## src/rtl/seg_display_arbiter.sv

```systemverilog
// seg_display_arbiter
// Shares one dual-digit common-select 7-segment display among three BCD
// sources. Source 0 preempts; sources 1 and 2 rotate round-robin after a
// minimum hold. Also owns the digit scan and the BCD-to-segment decode.
module seg_display_arbiter #(
   parameter int CLK_HZ     = 27000000,
   parameter int SCAN_HZ    = 90,
   parameter int HOLD_SCANS = 90
) (
   input  logic       i_clk,
   input  logic       i_rst_n,
   input  logic [2:0] i_req,
   input  logic [7:0] i_data0,
   input  logic [7:0] i_data1,
   input  logic [7:0] i_data2,
   output logic [2:0] o_grant,
   output logic [6:0] o_seg,
   output logic       o_sel,
   output logic       o_busy
);

   localparam int SCAN_DIV = CLK_HZ / SCAN_HZ;
   localparam int DIV_W    = (SCAN_DIV > 1) ? $clog2(SCAN_DIV) : 1;
   localparam int HOLD_W   = $clog2(HOLD_SCANS + 1);

   localparam logic [DIV_W-1:0]  DIV_LAST = DIV_W'(SCAN_DIV - 1);
   localparam logic [HOLD_W-1:0] HOLD_MAX = HOLD_W'(HOLD_SCANS);

   typedef enum logic {IDLE, SHOW} state_t;

   state_t            state_q, state_d;
   logic [2:0]        grant_q, grant_d;
   logic [HOLD_W-1:0] hold_q, hold_d;
   logic              last_two_q, last_two_d;   // rr pointer: 1 = source 2 was last of 1/2
   logic [DIV_W-1:0]  div_q;
   logic              tick;
   logic [7:0]        owner_data;
   logic [3:0]        nibble;

   // Winner of a fresh arbitration: source 0 first, else round-robin over 1/2.
   function automatic logic [2:0] pick(input logic [2:0] req, input logic last_two);
      logic [2:0] win;
      win = 3'b000;
      if (req[0])
         win = 3'b001;
      else if (last_two)
         win = req[1] ? 3'b010 : (req[2] ? 3'b100 : 3'b000);
      else
         win = req[2] ? 3'b100 : (req[1] ? 3'b010 : 3'b000);
      return win;
   endfunction

   // Active-low segments, a..g on bits 0..6; non-decimal nibbles show a dash.
   function automatic logic [6:0] seg_decode(input logic [3:0] d);
      logic [6:0] s;
      case (d)
         4'd0:    s = 7'b1000000;
         4'd1:    s = 7'b1111001;
         4'd2:    s = 7'b0100100;
         4'd3:    s = 7'b0110000;
         4'd4:    s = 7'b0011001;
         4'd5:    s = 7'b0010010;
         4'd6:    s = 7'b0000010;
         4'd7:    s = 7'b1111000;
         4'd8:    s = 7'b0000000;
         4'd9:    s = 7'b0010000;
         default: s = 7'b0111111;
      endcase
      return s;
   endfunction

   assign tick    = (div_q == DIV_LAST);
   assign o_grant = grant_q;

   // Free-running scan divider and digit select; runs in every state.
   always_ff @(posedge i_clk or negedge i_rst_n) begin
      if (!i_rst_n) begin
         div_q <= '0;
         o_sel <= 1'b0;
      end else begin
         // NOTE: non-blocking assignments in clocked blocks so every register
         // samples pre-edge values regardless of statement order.
         div_q <= tick ? '0 : div_q + 1'b1;
         if (tick) o_sel <= ~o_sel;
      end
   end

   // Arbitration state register.
   always_ff @(posedge i_clk or negedge i_rst_n) begin
      if (!i_rst_n) begin
         state_q    <= IDLE;
         grant_q    <= 3'b000;
         hold_q     <= '0;
         last_two_q <= 1'b1;
      end else begin
         state_q    <= state_d;
         grant_q    <= grant_d;
         hold_q     <= hold_d;
         last_two_q <= last_two_d;
      end
   end

   // Next-state and grant decision; first matching rule wins in SHOW.
   always_comb begin
      // NOTE: every output of this block gets a default first, so no path
      // leaves a signal unassigned and no latch is inferred.
      state_d    = state_q;
      grant_d    = grant_q;
      hold_d     = hold_q;
      last_two_d = last_two_q;
      case (state_q)
         IDLE: begin
            hold_d = '0;
            if (|i_req) begin
               grant_d = pick(i_req, last_two_q);
               state_d = SHOW;
            end
         end
         SHOW: begin
            if (tick && hold_q != HOLD_MAX) hold_d = hold_q + 1'b1;
            if ((grant_q & i_req) == 3'b000) begin
               grant_d = pick(i_req, last_two_q);
               hold_d  = '0;
               if (grant_d == 3'b000) state_d = IDLE;
            end else if (i_req[0] && !grant_q[0]) begin
               grant_d = 3'b001;
               hold_d  = '0;
            end else if (!grant_q[0] && hold_q == HOLD_MAX &&
                         (|(i_req[2:1] & ~grant_q[2:1]))) begin
               grant_d = {grant_q[1], grant_q[2], 1'b0};
               hold_d  = '0;
            end
         end
         default: state_d = IDLE;
      endcase
      if (grant_d == 3'b010) last_two_d = 1'b0;
      if (grant_d == 3'b100) last_two_d = 1'b1;
   end

   // Owner's live data and the digit currently being scanned.
   always_comb begin
      owner_data = 8'h00;
      case (grant_q)
         3'b001:  owner_data = i_data0;
         3'b010:  owner_data = i_data1;
         3'b100:  owner_data = i_data2;
         default: owner_data = 8'h00;
      endcase
      nibble = o_sel ? owner_data[7:4] : owner_data[3:0];
   end

   // Registered segment and busy outputs.
   always_ff @(posedge i_clk or negedge i_rst_n) begin
      if (!i_rst_n) begin
         o_seg  <= 7'h7F;
         o_busy <= 1'b0;
      end else begin
         o_seg  <= (grant_q == 3'b000) ? 7'h7F : seg_decode(nibble);
         o_busy <= |grant_d;
      end
   end

endmodule

```

## config.mk

```make
export PLATFORM = sky130hd
export DESIGN_NAME = seg_display_arbiter
export DESIGN_NICKNAME = d
export VERILOG_FILES = /design/src/rtl/seg_display_arbiter.sv
export SDC_FILE = /design/constraint.sdc
export NUM_CORES = 1
export LEC_CHECK = 0
export CORE_ASPECT_RATIO = 1.2
export CORE_MARGIN = 4
export CORE_UTILIZATION = 48
export DETAILED_ROUTE_END_ITERATION = 16
export GPL_TIMING_DRIVEN = 0
export HOLD_SLACK_MARGIN = 0.15
export PLACE_DENSITY = 0.76
export SLEW_MARGIN = 5
export SYNTH_ARGS = -nofsm -noshare
export SYNTH_HDL_FRONTEND = slang
export SYNTH_SLANG_ARGS = --single-unit
```

## constraint.sdc

```tcl
create_clock -name i_clk -period 1.95 [get_ports i_clk]
set_clock_uncertainty 0.2 [all_clocks]
set_input_delay 0.195 -clock i_clk [delete_from_list [all_inputs] [get_ports i_clk]]
set_output_delay 0.195 -clock i_clk [all_outputs]
set_load 0.02 [all_outputs]
```

# Word-level counts from Yosys, hierarchy flattened
# Memories as Yosys holds them, arrays and structs flattened.
# Cells that the tools add are included.
[classes] add_sub_neg=2 n_eq_ne=9 mux=28 bitwise=5 reduce_logical=12
[ops] cell="7-bit 2-to-1 mux" count=5
[ops] cell="3-bit 2-to-1 mux" count=11
[ops] cell="8-bit one-hot mux with 3 select lines" count=1
[ops] cell="19-bit by 1-bit adder with 19-bit output (second input constant)" count=1
[ops] cell="19-bit equality test (second input constant)" count=1
[ops] cell="19-bit 2-to-1 mux" count=1
[ops] cell="7-bit one-hot mux with 2 select lines" count=1
[ops] cell="3-bit zero test" count=3
[ops] cell="7-bit by 1-bit adder with 7-bit output (second input constant)" count=1
[ops] cell="7-bit equality test (second input constant)" count=1
[ops] cell="7-bit inequality test (second input constant)" count=1
[ops] cell="3-bit by 2-bit equality test with 1-bit output (second input constant)" count=2
[ops] cell="3-bit equality test (second input constant)" count=2
[ops] cell="3-bit one-hot mux with 2 select lines" count=1
[ops] cell="3-bit OR reduction" count=2
[ops] cell="1-bit 2-to-1 mux" count=5
[ops] cell="5-bit by 1-bit inequality test with 1-bit output (second input constant)" count=1
[ops] cell="1-bit logical AND" count=4
[ops] cell="4-bit 2-to-1 mux" count=1
[ops] cell="3-bit AND" count=1
[ops] cell="3-bit by 1-bit equality test with 1-bit output (second input constant)" count=1
[ops] cell="2-bit AND" count=1
[ops] cell="2-bit 2-to-1 mux" count=1
[ops] cell="1-bit NOT" count=2
[ops] cell="other kinds (5)" count=5
[word_totals] regBits=40 rom_bits=112 input_bits=29 mem_count=1
[mem_list] name="(name not given)" depth=16 width=7 read_ports=1 rd_ports_with_merged_regs=0 wr=0 line_no="56" text="case (d)"

# Depth between registers and ports, before layout
# Gate-level depths: netlist (run 1).
[logic_depth] ltp_word=11 depth_mapped=10 mapped_depth_nobuf=8

# Worst setup path after synthesis (run 1)
# No wires, ideal clock.
[synth_timing] kind="flip-flop to flip-flop" startpoint="reg grant_q[2], in the netlist o_grant[2]" endpoint="reg o_seg[3]" arrival_ps=1986 path_slack_ps=-325 stages_incl_launch_ff=11 path_buffers=2 period_less_slack_ps=2275 path_cell_list="dfrtp_1 buf_2 or3b_2 o22ai_1 or3_1 buf_4 inv_1 ha_1 inv_1 o21ai_0 nand3_1"
[synth_via] elab_chain_cells=5 elab_cells_between_ends=8
[synth_lines] item="start, declared" line_no="32" text="logic [2:0] grant_q, grant_d;"
[synth_lines] item="start signal, assigned" line_no="97" text="grant_q <= grant_d;"
[synth_lines] item="3-bit equality test, or another cell as far along" line_no="143" text="case (grant_q)"
[synth_lines] item="8-bit one-hot mux with 3 select lines" line_no="143"
[synth_lines] item="4-bit 2-to-1 mux" line_no="149" text="nibble = o_sel ? owner_data[7:4] : owner_data[3:0];"
[synth_lines] item="memory 16 x 7 bit"
[synth_lines] item="7-bit 2-to-1 mux (*)" line_no="158" text="o_seg <= (grant_q == 3'b000) ? 7'h7F : seg_decode(nibble);"
[synth_lines] item="end signal, assigned" line_no="158"
[synth_lines] item="end, declared" line_no="17" text="output logic [6:0] o_seg,"
# Mark *: on every way between the ends. The rest lies on a longest branch, timed or not.
# A chain may end at the register's enable or synchronous reset.

# Worst setup path after layout (run 1)
[layout_timing] startpoint="reg grant_q[0], in the netlist o_grant[0]" endpoint="reg o_seg[3]"
# The elaborated chain is that of the path after synthesis.

==> results summary, run 1 <==
In this run the cell area of the synthesized design comes to 2370 µm². In this run, CTS created clock tree buffers numbering 5. The worst voltage drop across the vdd grid came out at 0.759 mV. After clock tree synthesis, the clock-pin slew on the worst setup and hold paths is 0.09 ns.

The number of distinct library cells after synthesis came out at 53. The number of cells on the worst reg-to-reg path is 5. In this run the standard cell core region covers 4700 µm².

Counting flops with an async set or reset pin after synthesis yields a share of 100%. Headroom to the max-slew limit came out at 67.3%. Fill cells in the final layout number 340.

The die width came out at 72.2 µm. The net count after synthesis came out at 283. Yosys mapped a number of flops with a built-in enable equal to 0. STA classifies the critical path startpoint as a flop.

The number of hold violations in the final report is 0. Of the total synthesized cell area, the portion taken by full adders, half adders and majority gates is 3.16%. At the worst endpoint, the arrival time is 2.27 ns. In this run the worst path has a maximum fanout of 7. The sum of overflow across all layers after global routing is 0. 41 I/O pins were placed.

The number of max-slew violations in the final report is 0. The first global-routing pass estimated 9630 µm of wire. The number of maximum-capacitance constraint violations came out at 0. TritonCTS built the clock tree. The largest buffer count on any clock path is 2.

The gate count of the mapped netlist is 248. The clock network burns 23.9% of the power. After detailed placement, the total cell area comes to 2910 µm². The floorplan step set the die height to 85.0 µm.

The worst setup path is of the reg -> reg kind. The average footprint of a synthesized cell came out at 9.57 µm². The total via count in the routed design is 2,190. The number of global-route vias before repair was 2,150.

The final layout contains 359 nets. In this run, the number of DRC markers left after iteration 0 of detailed routing was 77. The share of the clock period used by the worst path after layout is 114%. The core utilization of the finished layout came out at 73.4%. The final instance area is 3450 µm². Entering global routing, the biggest net connects 38 pins.

The synthesized netlist devotes 12.1% of its cell area to compound gates. The post-synthesis sequential area ratio is 42.6%. Setup repair after global routing could not meet its margin everywhere. Net switching is 32.4% of the power. The number of antenna violations at the first check in global routing came out at 0.

The aggregate global-route resource usage came out at 19.5%. Among all flip-flop cells after synthesis, the most frequent one is sky130_fd_sc_hd__dfrtp_1. Summed over all failing endpoints, the final setup total negative slack is -1.81 ns. The main combinational cell family by area after synthesis is simple AND/OR/NAND/NOR gates. The antenna cell count is 0. The post-route DRC violation count is 0. The portion of netlist area occupied by mux cells came out at 2.53%. The library cell used most frequently in the layout, excluding fill and tap cells, is sky130_fd_sc_hd__clkdlybuf4s50_1.

The data required time at the worst endpoint came out at 1.99 ns. The total of buffers placed on input and output ports came out at 40. Derived from the worst setup path, the maximum achievable clock frequency is 450 MHz. In this run the critical register-to-register path is launched from o_grant[0]$_DFF_PN0_. In this run the power density over the cells is 860 nW/µm².

The root buffer cell chosen for the clock tree is sky130_fd_sc_hd__clkbuf_8. The number of failing setup endpoints in the final timing report is 9. The setup check on the worst reg-to-reg path leaves a slack of -0.27 ns. Dividing the detail-routed wire length by the instance count gives 15.7 µm. For this configuration, the core starts out at a cell density of 50.5%. The area fraction in and, or, nand and nor cells after synthesis is 26.0%.

The worst hold path belongs to the class in -> async. The number of iterations in the first detailed-routing pass is 4. The final reports fail on negative setup slack.

The shortest clock period the worst path allows after layout came out at 2.22 ns. Summing the areas of all xor and xnor instances in the mapped netlist gives 8.86% of the synthesized area. The number of register bits inferred by synthesis is 40. The number of sinks driven by the clock tree came out at 40.

The area growth from synthesis to layout is 45.3%. The worst setup path is captured at a flop. The total of warnings raised by yosys is 0. The floorplan has 27 rows. The cell-internal power came out at 2.00 mW. The setup slack after layout is -0.273 ns.

Once detail routing completed, the nets flagged for antenna violations numbered 0. In the layout the commonest cells are sky130_fd_sc_hd__clkdlybuf4s50_1 (38), sky130_fd_sc_hd__dfrtp_1 (28), sky130_fd_sc_hd__buf_4 (27), sky130_fd_sc_hd__nor2_1 (27), sky130_fd_sc_hd__xnor2_1 (14). The clock latency on the worst-skew pair is 0.30 ns. The total net switching power came out at 959 µW.

The post-route netlist has 31.1% of its cells at a drive strength greater than 1. At the pin with the least slew margin, the transition time is 0.486 ns. The HPWL after detailed placement came out at 3740 µm. The congestion estimate from routability-driven global placement came to 0.819. After detailed routing, the number of vias per cell comes to 5.72.

In this run the static leakage power is 1.45 nW. The register share of total power is 34.8%. The final wirelength is 6020 µm. The worst register-to-register path ends at o_seg[3]$_DFF_PN1_.

The share of total power in combinational logic is 41.3%. The area of the die came out at 6140 µm². The flow ran to the end, but the final reports show violations. The CTS H-tree depth came out at 2.
==> registers in the layout (all words and copies together), names as in the netlist <==
| register | flops |
|---|---|
| div_q | 19 |
| hold_q | 7 |
| o_seg | 7 |
| o_grant | 3 |
| last_two_q | 1 |
| o_busy | 1 |
| o_sel | 1 |
| state_q | 1 |
==> logic make-up (layout without fill, tap and decap cells) <==
kind of cell	Yosys count	after routing
AOI/OAI and AO/OA	41	41
xor gates and xnor gates	24	24
adders and majority gates	6	6
buffers and inverters	24	101
DFF	40	40
muxes	6	6
and+or+nand+nor	107	107
==> worst max path at each step <==
stage	start	to	slack, ns	depth (start not counted)
2_1_floorplan	o_sel$_DFFE_PN0N_	o_seg[3]$_DFF_PN1_	-0.24	6
3_3_place_gp	i_rst_n	o_grant[0]$_DFF_PN0_	-0.66	1
3_5_place_dp	i_req[2]	o_busy$_DFF_PN0_	-0.50	6
4_1_cts	o_grant[2]$_DFF_PN0_	o_seg[3]$_DFF_PN1_	-0.26	7
5_1_grt	o_grant[2]$_DFF_PN0_	o_seg[0]$_DFF_PN1_	-0.34	8
6_report	o_grant[0]$_DFF_PN0_	o_seg[3]$_DFF_PN1_	-0.27	5
==> metrics by stage <==
step                hold slack, ns  std cells  total power [mW]  setup WS (ns)
floorplan                   -0.301        248              1.62         -0.237
global placement             0.272        346              1.95         -0.656
detailed placement          -0.177        347              1.97         -0.497
CTS                          0.228        377              2.82         -0.262
global route                 0.264        383              3.11         -0.343
finish                       0.243        383              2.96         -0.273
==> metal layers <==
layer / global-route usage (%) / wire length (µm) / vias to the layer above
met1: 23.8 / 2580 / 1078
li1: - / - / 1046
met3: 4.50 / 226 / 17
met2: 33.6 / 3070 / 49
met5: 0 / 0 / -
met4: 6.32 / 146 / 0
==> cells in the mapped netlist, types with 2 or more instances <==
library cell	count	area [µm²]
sky130_fd_sc_hd__a211oi_1	4	30.0
sky130_fd_sc_hd__a21o_1	3	22.5
sky130_fd_sc_hd__a21oi_1	5	25.0
sky130_fd_sc_hd__a221oi_1	2	17.5
sky130_fd_sc_hd__a22oi_1	2	15.0
sky130_fd_sc_hd__and2_1	2	12.5
sky130_fd_sc_hd__and3_1	5	31.3
sky130_fd_sc_hd__and4_1	3	26.3
sky130_fd_sc_hd__buf_2	5	25.0
sky130_fd_sc_hd__buf_4	2	15.0
sky130_fd_sc_hd__clkbuf_1	5	18.8
sky130_fd_sc_hd__dfrtp_1	32	801
sky130_fd_sc_hd__dfstp_2	8	210
sky130_fd_sc_hd__ha_1	6	75.1
sky130_fd_sc_hd__inv_1	10	37.5
sky130_fd_sc_hd__mux2i_1	6	60.1
sky130_fd_sc_hd__nand2_1	5	18.8
sky130_fd_sc_hd__nand2b_1	5	31.3
sky130_fd_sc_hd__nand3_1	15	75.1
sky130_fd_sc_hd__nand3b_1	8	60.1
sky130_fd_sc_hd__nand4_1	8	50.1
sky130_fd_sc_hd__nor2_1	28	105
sky130_fd_sc_hd__nor2b_1	2	12.5
sky130_fd_sc_hd__nor3_1	3	15.0
sky130_fd_sc_hd__nor4_1	4	25.0
sky130_fd_sc_hd__nor4b_1	2	17.5
sky130_fd_sc_hd__o21ai_0	13	65.1
sky130_fd_sc_hd__o21ai_1	2	10.0
sky130_fd_sc_hd__or2_2	3	18.8
sky130_fd_sc_hd__or3_1	4	25.0
sky130_fd_sc_hd__or3b_2	2	17.5
sky130_fd_sc_hd__xnor2_1	14	123
sky130_fd_sc_hd__xor2_1	10	87.6
==> power groups by stage <==
stage	sequential [mW]	clock [mW]	combinational [mW]
floorplan	1.17	0	0.453
global placement	1.05	0	0.903
detailed placement	1.05	0	0.919
CTS	1.03	0.722	1.07
global route	1.05	0.753	1.31
finish	1.03	0.708	1.22
==> timing repair <==
item / CTS / global route
pin swaps: 11 / 19
cloned: 1 / 0
resized for setup: 14 / 41
hold endpoints to repair: 40 / 1
buffers inserted: 21 / 6
endpoints found under the setup margin: 27 / 28
hold buffers: 2 / 1
==> cell type report <==
class	instances	area [µm²]	area share (%)
multi-input combinational	184	1440	41.6
sequential	40	1020	29.5
timing repair buffer	72	677	19.6
buffer	10	83.8	2.43
tap	58	72.6	2.11
clock buffer	5	68.8	2.00
clock inverter	3	46.3	1.34
inverter	11	46.3	1.34
==> critical path, cell delays in order, from the launching register on <==
cell and delay, ns:
sky130_fd_sc_hd__dfrtp_2 0.45, sky130_fd_sc_hd__or3b_4 0.27, sky130_fd_sc_hd__nor2_1 0.06, sky130_fd_sc_hd__or4_4 0.54, sky130_fd_sc_hd__or4b_4 0.56, sky130_fd_sc_hd__nand3_2 0.09
Power figures use the tool's default switching activity.
==> inputs of run 2 (changes only) <==
Settings changed: HOLD_SLACK_MARGIN 0.15 to 0.02, TNS_END_PERCENT set to 5.
==> results summary, run 2 (same netlist as run 1, synthesis figures left out) <==
The run finished, with violations left. The checks that failed: negative setup slack. The arrival time reported for the critical path endpoint is 2.26 ns. The CTS H-tree depth came out at 2.

The switching portion of total power is 30.6%. Of the cells placed in the final design, the portion with a size suffix greater than 1 is 22.0%. The routed length per placed instance is 14.0 µm. The slowest stage of the critical path belongs to the cell sky130_fd_sc_hd__dfrtp_2.

The area inside the core boundary is 4700 µm². The total of buffers placed on input and output ports came out at 40. Timing would allow up to 436 MHz. For this block, the initial DRC count from the detailed router was 108.

The total net switching power is 815 µW. In the layout the commonest cells are sky130_fd_sc_hd__clkdlybuf4s50_1 (39), sky130_fd_sc_hd__dfrtp_1 (28), sky130_fd_sc_hd__nor2_1 (26). The global-route wire length before repair is 8740 µm. The number of maximum-capacitance constraint violations is 0. The endpoint identified for the worst register-to-register timing path is o_busy$_DFF_PN0_. The post-route antenna net violation count came out at 0. The analysis attributes to cell leakage a power of 1.31 nW. The number of global-route vias before repair was 1,978. The core utilization of the finished layout came out at 67.9%. STA classifies the critical path startpoint as a flop.

Setup violations remaining at the end of the flow were counted as 18. The stage delay of the slowest cell on the critical path came out at 0.44 ns. The largest fanout of any net on the critical path is 5.

Entering global routing, the biggest net connects 24 pins. The largest registers in the layout are div_q: 19 flops, hold_q: 7 flops, o_seg: 7 flops. The clock net in this run drives a total of 40 sinks. The post-route DRC violation count is 0. The HPWL after detailed placement came out at 3750 µm. The number of antenna violations at the first check in global routing is 0. The average via count per standard cell is 5.62.

Row generation in the floorplan step produced 27 rows. The clock latency on the worst-skew pair is 0.29 ns. The congestion estimate from routability-driven global placement came to 0.842. The signal on the critical path passes through inv_2, ha_4, nand4b_1, a2111oi_4, mux2i_2, or2_1, or3_1.

The CTS clock-pin slew for the worst setup and hold paths came out at 0.09 ns. The final critical path takes up 118% of the cycle. The floorplan step defined a die boundary enclosing 6140 µm². The library cell used most frequently in the layout, excluding fill and tap cells, is sky130_fd_sc_hd__clkdlybuf4s50_1. The aggregate global-route resource usage came out at 17.7%. The antenna cell count is 0. The path type of the worst setup path is reg -> reg. Pin placement for this block handled 41 I/O pins. VDD sags by at most 0.536 mV. The kind of path behind the tightest hold check is in -> async.

The number of cells on the worst reg-to-reg path is 7. TritonCTS built the clock tree. Setup repair after global routing could not meet its margin everywhere. The number of hold violations in the final report is 0.

The total clock buffers created by CTS came out at 5. The sum of overflow across all layers after global routing is 0. The total via count in the routed design is 2,061.

The data required time at the worst endpoint came out at 1.92 ns. The total power is 2.66 mW. The relative max-transition margin came out at 65.9%. The filler-free cell count of the finished design is 367. The largest buffer count on any clock path is 2.

The net count reported at finish came out at 343. In this run the clock root is driven by a sky130_fd_sc_hd__clkbuf_8. The filler cell count in the final layout came out at 380. The number of max-slew violations in the final report is 0.

The worst setup timing slack at the placement stage came out at -0.548 ns. The cell-internal power is 1.85 mW. The number of placed instances, taps included came out at 347. The slew at the pin closest to its max-slew limit came out at 0.506 ns.

STA classifies the critical path endpoint as a flop. The register with the most flip-flops in the final layout is div_q. The layout-stage area growth over the synthesis result is 34.4%.

The power per unit of standard cell area is 836 nW/µm². The worst register-to-register path begins at hold_q[0]$_DFFE_PN0P_. The floorplan die height is 85.0 µm. Once routing completed, OpenROAD measured the worst setup slack at -0.345 ns. The number of iterations in the first detailed-routing pass is 4. The initial standard-cell utilization of the core came out at 50.5%. The final wirelength is 5140 µm. The worst-case register-to-register setup slack came out at -0.34 ns. The share of total power dissipated in combinational logic is 35.8%. The clock power share is 25.6%. The register share of total power came out at 38.6%. The number of flip-flops in the largest register came out at 19. The die width came out at 72.2 µm. The shortest clock period the worst path allows after layout came out at 2.29 ns.
[run 2: power by group through the flow]
stage	registers [mW]	clock network, mW	logic, mW
after detailed placement	1.04	0	0.880
after global routing	1.04	0.734	1.04
after CTS	1.03	0.696	0.912
final	1.03	0.682	0.955
after floorplan	1.16	0	0.413
after global placement	1.04	0	0.860
[run 2: cell type report]
cell class / instances / area, µm² / area share [%]
multi-input combinational: 184 / 1330 / 41.7
sequential: 40 / 1020 / 31.9
timing repair buffer: 53 / 515 / 16.2
buffer: 13 / 97.6 / 3.06
tap: 58 / 72.6 / 2.28
clock buffer: 5 / 68.8 / 2.16
clock inverter: 3 / 47.5 / 1.49
inverter: 11 / 41.3 / 1.30
[run 2: metrics by stage]
step / TNS, ns / hold WS (ns) / instance area, µm²
floorplan: -1.51 / -0.301 / 2390
global placement: -23.35 / 0.271 / 2860
detailed placement: -7.04 / -0.0387 / 2880
CTS: -2.30 / 0.174 / 3060
global route: -4.43 / 0.225 / 3190
finish: -2.43 / 0.162 / 3190
[run 2: worst max-delay path by stage]
stage	from	to	slack, ns	cells past startpoint
after detailed placement	i_req[1]	o_busy$_DFF_PN0_	-0.55	6
after global routing	hold_q[0]$_DFFE_PN0P_	o_busy$_DFF_PN0_	-0.46	7
after global placement	i_rst_n	o_grant[2]$_DFF_PN0_	-0.62	1
after floorplan	o_sel$_DFFE_PN0N_	o_seg[3]$_DFF_PN1_	-0.24	6
after CTS	o_sel$_DFFE_PN0N_	o_seg[3]$_DFF_PN1_	-0.32	6
final	hold_q[0]$_DFFE_PN0P_	o_busy$_DFF_PN0_	-0.34	7
[run 2: what timing repair did]
item | in CTS | in global routing
pin swaps | 4 | 6
buffers inserted | 3 | 8
endpoints found under the setup margin | 26 | 28
hold endpoints to repair | 39 | 0
resized for setup | 15 | 21
hold buffers | 1 | 0
[run 2: metal layers]
layer,global-route usage [%],up-vias,part of all wire [%]
li1,-,1009,-
met1,22.4,1002,43
met2,30.0,44,51
met3,3.79,6,3.9
met4,5.13,0,1.3
met5,0,-,0
[run 2: worst max-delay path, delay by kind of cell (launching register included)]
family                     cells  cell delay, ns
muxes                          1            0.12
DFF                            1            0.44
adders and majority gates      1            0.12
and+or+nand+nor                3            0.80
AOI/OAI and AO/OA              1            0.42
buffers and inverters          1            0.08
